[src/rtl/spi_master_pkg.sv]
// Shared types for the SPI master transaction sequencer.
// Holds the phase codes, the latched descriptor and the length clamp.
package spi_master_pkg;

  localparam int MAX_PHASE_BITS = 32;
  localparam int DESC_LEN_W     = 32;

  typedef enum logic [2:0] {
    PH_IDLE  = 3'd0,
    PH_SETUP = 3'd1,
    PH_CMD   = 3'd2,
    PH_ADDR  = 3'd3,
    PH_DUMMY = 3'd4,
    PH_DATA  = 3'd5,
    PH_DRAIN = 3'd6,
    PH_HOLD  = 3'd7
  } phase_e;

  typedef struct packed {
    logic [5:0]            cmd_len;
    logic [5:0]            addr_len;
    logic [5:0]            dummy_len;
    logic [DESC_LEN_W-1:0] data_len;
    logic                  data_rd;
  } spi_desc_t;

  function automatic logic [5:0] clamp_len(input logic [5:0] l);
    return (l > 6'(MAX_PHASE_BITS)) ? 6'(MAX_PHASE_BITS) : l;
  endfunction

endpackage

[src/rtl/spi_master_sequencer_delay.sv]
// spi_seq_delay: 4-bit load/expire down-counter for CS setup/hold timing.
// Ports: i_load/i_val preset, i_tick decrements, o_expire when count is 0.
module spi_seq_delay (
  input  logic       clk,
  input  logic       rst,
  input  logic       i_load,
  input  logic [3:0] i_val,
  input  logic       i_tick,
  output logic       o_expire
);

  logic [3:0] r_cnt;

  always_ff @(posedge clk or posedge rst) begin
    if (rst) begin
      r_cnt <= '0;
    end else if (i_load) begin
      r_cnt <= i_val;
    end else if (i_tick && (r_cnt != '0)) begin
      r_cnt <= r_cnt - 4'd1;
    end
  end

  assign o_expire = (r_cnt == '0);

endmodule

[src/rtl/spi_master_sequencer.sv]
// SPI transaction sequencer: walks CS-setup/CMD/ADDR/DUMMY/DATA/CS-hold,
// gates the clkgen, drives csn and the mode-0 shift/sample strobes.
// Ports: req_* descriptor handshake, clk_div*/gen_div* divider forwarding
// (gen_div carries the value paired with gen_div_valid), spi_rise/fall in,
// csn/phase/tx_shift/rx_sample/done out.
module spi_master_sequencer
  import spi_master_pkg::*;
#(
  parameter int CS_SETUP_CYC = 2,
  parameter int CS_HOLD_CYC  = 2,
  parameter int LEN_W        = 16
) (
  input  logic             clk,
  input  logic             rst,
  input  logic             req_valid,
  output logic             req_ready,
  input  logic [5:0]       cmd_len,
  input  logic [5:0]       addr_len,
  input  logic [5:0]       dummy_len,
  input  logic [LEN_W-1:0] data_len,
  input  logic             data_rd,
  input  logic [7:0]       clk_div,
  input  logic             clk_div_wr,
  output logic             gen_en,
  output logic             gen_div_valid,
  output logic [7:0]       gen_div,
  input  logic             spi_rise,
  input  logic             spi_fall,
  output logic             csn,
  output logic [2:0]       phase,
  output logic             tx_shift,
  output logic             rx_sample,
  output logic             done
);

  phase_e           r_state;
  phase_e           w_next;
  spi_desc_t        r_desc;
  logic [LEN_W-1:0] r_cnt;
  logic             r_csn;
  logic             r_pend;
  logic [7:0]       r_div;

  logic             w_setup_ld;
  logic             w_hold_ld;
  logic             w_setup_exp;
  logic             w_hold_exp;
  logic             w_active;
  logic             w_fall;
  logic             w_last_bit;
  logic [31:0]      w_len;
  phase_e           w_first;
  phase_e           w_after;

  // First phase after cur with a nonzero length, DRAIN if none remain.
  function automatic phase_e next_active(input phase_e cur,
                                         input spi_desc_t d);
    phase_e n;
    n = PH_DRAIN;
    if ((cur < PH_DATA) && (d.data_len != '0))   n = PH_DATA;
    if ((cur < PH_DUMMY) && (d.dummy_len != '0)) n = PH_DUMMY;
    if ((cur < PH_ADDR) && (d.addr_len != '0))   n = PH_ADDR;
    if ((cur < PH_CMD) && (d.cmd_len != '0))     n = PH_CMD;
    return n;
  endfunction

  function automatic logic drives(input phase_e p, input logic rd);
    return (p == PH_CMD) || (p == PH_ADDR) || ((p == PH_DATA) && !rd);
  endfunction

  spi_seq_delay u_setup (
    .clk      (clk),
    .rst      (rst),
    .i_load   (w_setup_ld),
    .i_val    (4'(CS_SETUP_CYC - 1)),
    .i_tick   (r_state == PH_SETUP),
    .o_expire (w_setup_exp)
  );

  spi_seq_delay u_hold (
    .clk      (clk),
    .rst      (rst),
    .i_load   (w_hold_ld),
    .i_val    (4'(CS_HOLD_CYC - 1)),
    .i_tick   (r_state == PH_HOLD),
    .o_expire (w_hold_exp)
  );

  assign w_active = (r_state == PH_CMD) || (r_state == PH_ADDR) ||
                    (r_state == PH_DUMMY) || (r_state == PH_DATA);
  // rise wins if the clkgen ever reports both edges at once
  assign w_fall   = spi_fall && !spi_rise;
  assign w_first  = next_active(PH_SETUP, r_desc);
  assign w_after  = next_active(r_state, r_desc);

  always_comb begin
    w_len = '0;
    unique case (r_state)
      PH_CMD:   w_len = 32'(r_desc.cmd_len);
      PH_ADDR:  w_len = 32'(r_desc.addr_len);
      PH_DUMMY: w_len = 32'(r_desc.dummy_len);
      PH_DATA:  w_len = r_desc.data_len;
      default:  w_len = '0;
    endcase
  end

  assign w_last_bit = (32'(r_cnt) == (w_len - 32'd1));

  always_comb begin
    w_next     = r_state;
    w_setup_ld = 1'b0;
    w_hold_ld  = 1'b0;
    unique case (r_state)
      PH_IDLE: begin
        if (req_valid) begin
          w_next     = PH_SETUP;
          w_setup_ld = 1'b1;
        end
      end
      PH_SETUP: begin
        if (w_setup_exp) begin
          if (w_first == PH_DRAIN) begin
            w_next    = PH_HOLD;
            w_hold_ld = 1'b1;
          end else begin
            w_next = w_first;
          end
        end
      end
      PH_CMD, PH_ADDR, PH_DUMMY, PH_DATA: begin
        if (spi_rise && w_last_bit) w_next = w_after;
      end
      PH_DRAIN: begin
        if (w_fall) begin
          w_next    = PH_HOLD;
          w_hold_ld = 1'b1;
        end
      end
      PH_HOLD: begin
        if (w_hold_exp) w_next = PH_IDLE;
      end
    endcase
  end

  always_ff @(posedge clk or posedge rst) begin
    if (rst) begin
      r_state <= PH_IDLE;
      r_desc  <= '0;
      r_cnt   <= '0;
      r_csn   <= 1'b1;
      r_pend  <= 1'b0;
      r_div   <= '0;
    end else begin
      r_state <= w_next;
      r_csn   <= (w_next == PH_IDLE);
      if ((r_state == PH_IDLE) && req_valid) begin
        r_desc <= '{cmd_len:   clamp_len(cmd_len),
                    addr_len:  clamp_len(addr_len),
                    dummy_len: clamp_len(dummy_len),
                    data_len:  DESC_LEN_W'(data_len),
                    data_rd:   data_rd};
      end
      if (w_active && spi_rise) begin
        r_cnt <= w_last_bit ? '0 : r_cnt + 1'b1;
      end
      // divider writes during a transfer wait for IDLE, last one wins
      if (r_state == PH_IDLE) begin
        r_pend <= 1'b0;
      end else if (clk_div_wr) begin
        r_pend <= 1'b1;
        r_div  <= clk_div;
      end
    end
  end

  assign req_ready     = (r_state == PH_IDLE);
  assign gen_en        = w_active;
  assign csn           = r_csn;
  assign phase         = r_state;
  assign gen_div_valid = (r_state == PH_IDLE) && (clk_div_wr || r_pend);
  assign gen_div       = clk_div_wr ? clk_div : r_div;
  assign done          = (r_state == PH_HOLD) && w_hold_exp;
  // extra pulse presents the first MOSI bit before the first rise
  assign tx_shift      = ((r_state == PH_SETUP) && w_setup_exp &&
                          drives(w_first, r_desc.data_rd)) ||
                         (w_fall && drives(r_state, r_desc.data_rd));
  assign rx_sample     = spi_rise && (r_state == PH_DATA) &&
                         r_desc.data_rd;

endmodule

[config.mk]
export PLATFORM = sky130hd
export DESIGN_NAME = spi_master_sequencer
export DESIGN_NICKNAME = d
export VERILOG_FILES = /design/src/rtl/spi_master_pkg.sv /design/src/rtl/spi_master_sequencer_delay.sv /design/src/rtl/spi_master_sequencer.sv
export SDC_FILE = /design/constraint.sdc
export NUM_CORES = 1
export LEC_CHECK = 0
export CORE_ASPECT_RATIO = 1.1
export CORE_MARGIN = 2
export CORE_UTILIZATION = 55
export CTS_CLUSTER_SIZE = 12
export DETAILED_ROUTE_END_ITERATION = 8
export PLACE_DENSITY = 0.81
export SYNTH_ARGS = -nofsm -noshare
export SYNTH_HDL_FRONTEND = slang
export SYNTH_SLANG_ARGS = --single-unit
[constraint.sdc]
create_clock -name clk -period 4.9 [get_ports clk]
set_input_delay 0.49 -clock clk [delete_from_list [all_inputs] [get_ports clk]]
set_output_delay 0.49 -clock clk [all_outputs]
set_load 0.005 [all_outputs]
Yosys cells after proc, flatten, opt, wreduce, memory -nomap -nowiden
Index checks and enable logic that the tools add are counted.
{ "word_totals": {"ff_bits": 72, "latch_bits": 0, "ram_bits": 0, "mem_bits_ro": 0, "input_bits": 49, "out_inout_bits": 18, "word_cells": 111, "n_memories": 0} }
{ "op_classes": {"n_addsub": 4, "n_mul": 0, "n_div": 0, "magnitude_cmp": 7, "n_eq_ne": 12, "n_shift": 0, "muxes": 33, "bitwise_logic": 0, "reduce_logical": 43} }
{ "op_table": {"columns": ["op", "count"], "rows": [
  ["16-bit one-hot mux with 4 select lines", 1],
  ["3-bit two-way mux", 11],
  ["16-bit by 32-bit == test with 1-bit output", 1],
  ["32-bit nonzero test", 1],
  ["32-bit by 1-bit subtractor with 32-bit output, second input constant", 1],
  ["1-bit logical AND", 19],
  ["3-bit == test, second input constant", 6],
  ["6-bit > comparator, second input constant", 3],
  ["6-bit two-way mux", 3],
  ["6-bit nonzero test", 3],
  ["16-bit by 1-bit adder with 16-bit output, second input constant", 1],
  ["16-bit two-way mux", 1],
  ["4-bit two-way mux", 4],
  ["3-bit one-hot mux with 5 select lines", 1],
  ["3-bit by 2-bit == test with 1-bit output, second input constant", 4],
  ["4-bit zero test", 2],
  ["1-bit logical OR", 8],
  ["8-bit two-way mux", 1],
  ["4-bit nonzero test", 2],
  ["4-bit by 1-bit subtractor with 4-bit output, second input constant", 2],
  ["1-bit two-way mux", 7],
  ["3-bit zero test", 2],
  ["3-bit by 2-bit < comparator with 1-bit output, second input constant", 2],
  ["3-bit < comparator, second input constant", 2],
  ["6 further kinds", 11]
]} }

Longest topological paths before layout
{ "depth": {"ltp_word": 10, "mapped_depth": 17, "mapped_depth_nobuf": 13} }

Modules after synthesis
From an unflattened synthesis, not the netlist that was laid out.
{ "hier_totals": {"hier_cells": 558, "hier_area_um2": 4908.5} }
{ "modules_own_cells": {"columns": ["mod", "n_inst", "cells_each", "area_per_inst_um2", "seq_area_each_um2"], "rows": [
  ["spi_master_sequencer", 1, 502, 4385.5, 1602.8],
  ["spi_seq_delay", 2, 28, 261.5, 100.1]
]} }

Least setup slack after synthesis
OpenSTA, ideal clock, no wires.
{ "synth_timing": {"path_type": "flip-flop to flip-flop", "startpoint": "register r_state[1] (netlist: phase[1])", "endpoint": "register r_cnt[4]", "setup_time_ns": 0.119, "arrival_ns": 3.467, "required_ns": 4.781, "path_slack_ns": 1.314, "path_stages_with_launch": 15, "n_path_buf": 1, "synth_period_minus_slack_ns": 3.586, "cell_sequence": "dfrtp_1 nor2b_2 a221o_1 a211oi_4 nand4_1 nor2_1 ha_1 xnor2_1 nor4_1 o2111ai_1 nor4_1 nand4_4 nor2_2 buf_4 nor2_1"} }
{ "synth_between": {"elab_chain_len": 5, "elab_cells_between_ends": 12, "cone_classes": "1 x add/sub; 5 x eq/ne; 2 x mux; 4 x reduce/logical"} }
{ "synth_rtl": {"columns": ["element", "line_no", "rtl"], "rows": [
  ["start, declared", "spi_master_sequencer.sv:36", "phase_e r_state;"],
  ["start signal, assigned", "spi_master_sequencer.sv:154", "r_state <= w_next;"],
  ["3-bit == test / 3-bit by 2-bit == test with 1-bit output (equally long branches)", "spi_master_sequencer.sv:90, spi_master_sequencer.sv:98, spi_master_sequencer.sv:89", null],
  ["16-bit one-hot mux with 4 select lines / 1-bit logical OR (equally long branches)", "spi_master_sequencer.sv:98, spi_master_sequencer.sv:89", null],
  ["32-bit by 1-bit subtractor with 32-bit output / 1-bit logical OR (equally long branches)", "spi_master_sequencer.sv:107, spi_master_sequencer.sv:89", null],
  ["16-bit by 32-bit == test with 1-bit output / 1-bit logical OR (equally long branches)", "spi_master_sequencer.sv:107, spi_master_sequencer.sv:90", null],
  ["16-bit two-way mux / 1-bit logical AND (equally long branches)", "spi_master_sequencer.sv:164, spi_master_sequencer.sv:163", null],
  ["end signal, assigned", "spi_master_sequencer.sv:164", "r_cnt <= w_last_bit ? '0 : r_cnt + 1'b1;"],
  ["end, declared", "spi_master_sequencer.sv:39", "logic [LEN_W-1:0] r_cnt;"]
]} }
Several ways; a longest one is shown, not always the timed one.
A chain may end at the register's enable or synchronous reset.

Worst setup path in the final report
{ "layout_timing": {"startpoint": "register r_state[2] (netlist: phase[2])", "endpoint": "register r_cnt[5]"} }
The elaborated chain is that of the path after synthesis.

==> impl_metrics.tcl <==
set metrics [dict create \
    rsz0062_at_grt "false" \
    netlist_top_cells_area "dfrtp_1 40%, nand2_1 9.4%, nor2_1 5.8%" \
    cts_setup_buffers 0 \
    power_frac_seq 0.344 \
    hold_buffers 0 \
    root_buffer "clkbuf_8" \
    start_util 0.568 \
    synthFlopType "dfrtp_1" \
    vdd_ir_drop_max_uv 279 \
    swShare 0.439 \
    rows 34 \
    cts.sinks 72 \
    htreeDepth 3 \
    post-place-cells 687 \
    syn_area_per_cell_um2 8.37 \
    clockBufferDepth 2 \
    overflow 0 \
    critical_path.startpoint "phase[2]" \
    required_ns 5.12 \
    grt_pass1_vias 3858 \
    first_pass_iters 5 \
    finalNonFillerCells 703 \
    routed_wl_um 11000 \
    setup_tns_ns 0 \
    p_comb_frac 0.497 \
    clk_latency_ns 0.36 \
    synth_edf_count 0 \
    drt_iter0_drc 308 \
    ys_seq_area_frac 0.401 \
    cp.arrival_ns 4.48 \
    grt_start_max_net_pins 73 \
    finalHoldViolations 0 \
    outcome "complete, no violations" \
    critical_path_class "reg -> reg" \
    synth_top_area_cell "dfrtp_1" \
    power.leakage_nw 2.31 \
    min_period_over_period 0.869 \
    critical_path.max_stage_delay_ns 0.64 \
    switching_power_w 0.00134 \
    antenna_cells 0 \
    core-area_mm2 0.00791 \
    ff_latch_area_mm2 0.00180 \
    setup_viol 0 \
    dieArea_mm2 0.00892 \
    top_level_ports 67 \
    clkPwrFrac 0.159 \
    vias_per_cell 5.66 \
    rr_startpoint "phase[2]" \
    hp-class "reg -> reg" \
    synth_cell_types 62 \
    syn2layout_area_growth_pct 19.9 \
    intPower_w 0.00171 \
    grt_pass1_wl_um 18400 \
    cellPowerDensity_mw_per_mm2 564 \
    ff2ff_path_depth 13 \
    remaining_drc_errors 0 \
    cts.clk_slew.worst_paths_ns 0.09 \
    io_buffers 66 \
    syn_inst 537 \
    ys_warn_count 0 \
    synth_area_mm2 0.00450 \
    drive_gt1_frac 0.0773 \
    ys_ff_latch 72 \
    dpl_cell_area_mm2 0.00519 \
    start_kind "flip-flop" \
    fin_area_mm2 0.00539 \
    cts_tree "done" \
    vias 3977 \
    multiInputGateArea_mm2 0.00252 \
    critPathCaptureType "flip-flop" \
    track_usage 0.257 \
    hold_path_depth 2 \
    clock.fmax_mhz 235 \
    fin_crit_ns 4.26 \
    gp_congestion 0.964 \
    die_width_um 90.2 \
    path_cells "nor2b_2 > a221oi_1 > or2_1 > nand4_1 > nor2_1 > ha_1 > xnor2_1 > nor4_1 > o2111ai_1 > nor4_1 > nand4_4 > nor2_2 > nor2_1" \
    fillCellCount 659 \
    slew_headroom 0.409 \
    max_slew.worst_pin.slew_ns 0.887 \
    path_max_fanout 16 \
    cpMaxStageDelayCell "dfrtp_1" \
    dp_hpwl_um 8290 \
    ant_nets 0 \
    fin_nets 644 \
    drv_cap 0 \
    syn-num-nets 591 \
    final_max_slew_viol_count 0 \
    cts_buffers 9 \
    fin_worst_skew_ns 0.0134 \
    synth.top_cell.area_share 0.395 \
    post_cts_resized 0 \
    min-delay-start "r_pend" \
    antenna_found_initial 0 \
    dieHeight_um 98.8 \
    async_reset_ff_frac 1.00 \
    wire_per_inst_um 15.6 \
]
-- per-layer routing --
metal	part of all wire	GRT usage	vias up
met3	0.043	0.0482	26
met4	0.028	0.110	0
met1	0.42	0.319	1895
li1	-	-	1952
met2	0.50	0.440	104
met5	0	0	-
-- cell families (layout without fill, tap and decap cells) --
group                      after synthesis  in the layout  synth area share
AOI/OAI and AO/OA                       74             74             0.113
and+or+nand+nor                        288            288             0.311
adders and majority gates                5              5            0.0139
buffers and inverters                   39             97            0.0384
DFF                                     72             72             0.401
xor gates and xnor gates                39             39            0.0760
muxes                                   20             20            0.0470
-- worst paths after layout --
| path | endpoint | slack, ns |
|---|---|---|
| max | r_cnt[5] | 0.64 |
| min | r_pend | 0.49 |
| max reg2reg | r_cnt[5] | 0.64 |
| min reg2reg | r_pend | 0.49 |
| max in group asynchronous | r_cnt[3] | 3.62 |
| min in group asynchronous | r_desc[8] | 0.71 |
-- synthesized netlist by cell type (2+ instances only) --
| master | count |
|---|---|
| a221o_1 | 2 |
| dfrtp_1 | 71 |
| a221oi_1 | 4 |
| inv_1 | 10 |
| nor4_1 | 8 |
| mux2i_1 | 11 |
| xor2_1 | 14 |
| a21oi_1 | 9 |
| o22ai_2 | 3 |
| nor2_1 | 70 |
| o211ai_1 | 3 |
| nand2_1 | 113 |
| clkbuf_1 | 19 |
| and4_1 | 3 |
| mux2_2 | 9 |
| xnor2_1 | 25 |
| a211oi_1 | 3 |
| buf_2 | 5 |
| o22ai_1 | 3 |
| or3_1 | 4 |
| o311ai_1 | 2 |
| buf_6 | 2 |
| nand3_1 | 10 |
| o2111ai_1 | 2 |
| and3_1 | 6 |
| and2_1 | 3 |
| or4_1 | 5 |
| and3b_1 | 2 |
| nand2b_1 | 20 |
| o21a_1 | 2 |
| o21ai_0 | 28 |
| nor3b_1 | 2 |
| nor3_1 | 16 |
| ha_1 | 5 |
| nand4_1 | 9 |
| nand4b_1 | 3 |
| nand3b_1 | 3 |
| a31oi_1 | 4 |
-- sequential cells by signal, indices dropped and copies added, names as in the netlist --
| name | flops |
|---|---|
| csn | 1 |
| phase | 3 |
| r_cnt | 16 |
| r_desc | 35 |
| r_div | 8 |
| r_pend | 1 |
| u_hold.r_cnt | 4 |
| u_setup.r_cnt | 4 |
-- stage by stage --
stage	hold slack, ns	util	worst slack, ns	power, W
final	0.489	0.681	0.644	0.00304
after floorplan	0.452	-	1.31	0.00213
after global routing	0.510	0.681	0.191	0.00327
after detailed placement	0.471	0.656	0.684	0.00255
after CTS	0.493	0.681	0.683	0.00304
after global placement	0.471	0.656	0.801	0.00250
-- power groups by stage --
| stage | Combinational, W | Clock (W) | Sequential, W |
|---|---|---|---|
| 2_1_floorplan | 0.00118 | 0 | 0.000943 |
| 3_3_place_gp | 0.00146 | 0 | 0.00104 |
| 3_5_place_dp | 0.00150 | 0 | 0.00105 |
| 4_1_cts | 0.00151 | 0.000490 | 0.00104 |
| 5_1_grt | 0.00168 | 0.000512 | 0.00107 |
| 6_report | 0.00151 | 0.000483 | 0.00105 |
-- cells in the final DEF (no fill, tap or decap), types with 3 or more instances in the layout --
cell type / synthesis / final
clkbuf_8: 0 / 9
o211ai_1: 3 / 3
xnor2_1: 25 / 25
mux2_2: 9 / 9
clkdlybuf4s50_1: 0 / 66
nand4b_1: 3 / 3
inv_1: 10 / 9
nor3_1: 16 / 16
o22ai_2: 3 / 3
a21oi_1: 9 / 9
o21ai_0: 28 / 28
or3_1: 4 / 4
nand4_1: 9 / 9
buf_4: 1 / 4
ha_1: 5 / 5
nand3_1: 10 / 10
and3_1: 6 / 6
nor4_1: 8 / 8
mux2i_1: 11 / 11
a211oi_1: 3 / 3
nand2_1: 113 / 113
o22ai_1: 3 / 3
xor2_1: 14 / 14
dfrtp_1: 71 / 71
nor2_1: 70 / 70
a221oi_1: 4 / 4
inv_6: 0 / 3
and4_1: 3 / 3
nand2b_1: 20 / 20
nand3b_1: 3 / 3
or4_1: 5 / 5
a31oi_1: 4 / 4
and2_1: 3 / 3
-- layout make-up --
class | instances | share of cell area
Clock inverter | 7 | 0.0142
Sequential cell | 72 | 0.334
Clock buffer | 9 | 0.0230
Inverter | 11 | 0.00766
Tap cell | 108 | 0.0251
Multi-Input combinational cell | 426 | 0.468
Timing Repair Buffer | 70 | 0.128
-- critical path, delay by kind of cell, from the launching register on --
family	cells	cell delay, ns
fa+ha+maj	1	0.25
compound gates	2	0.68
simple gates	9	2.42
flops	1	0.64
xor+xnor	1	0.12
Note: power is estimated with default switching activity, not from simulation.
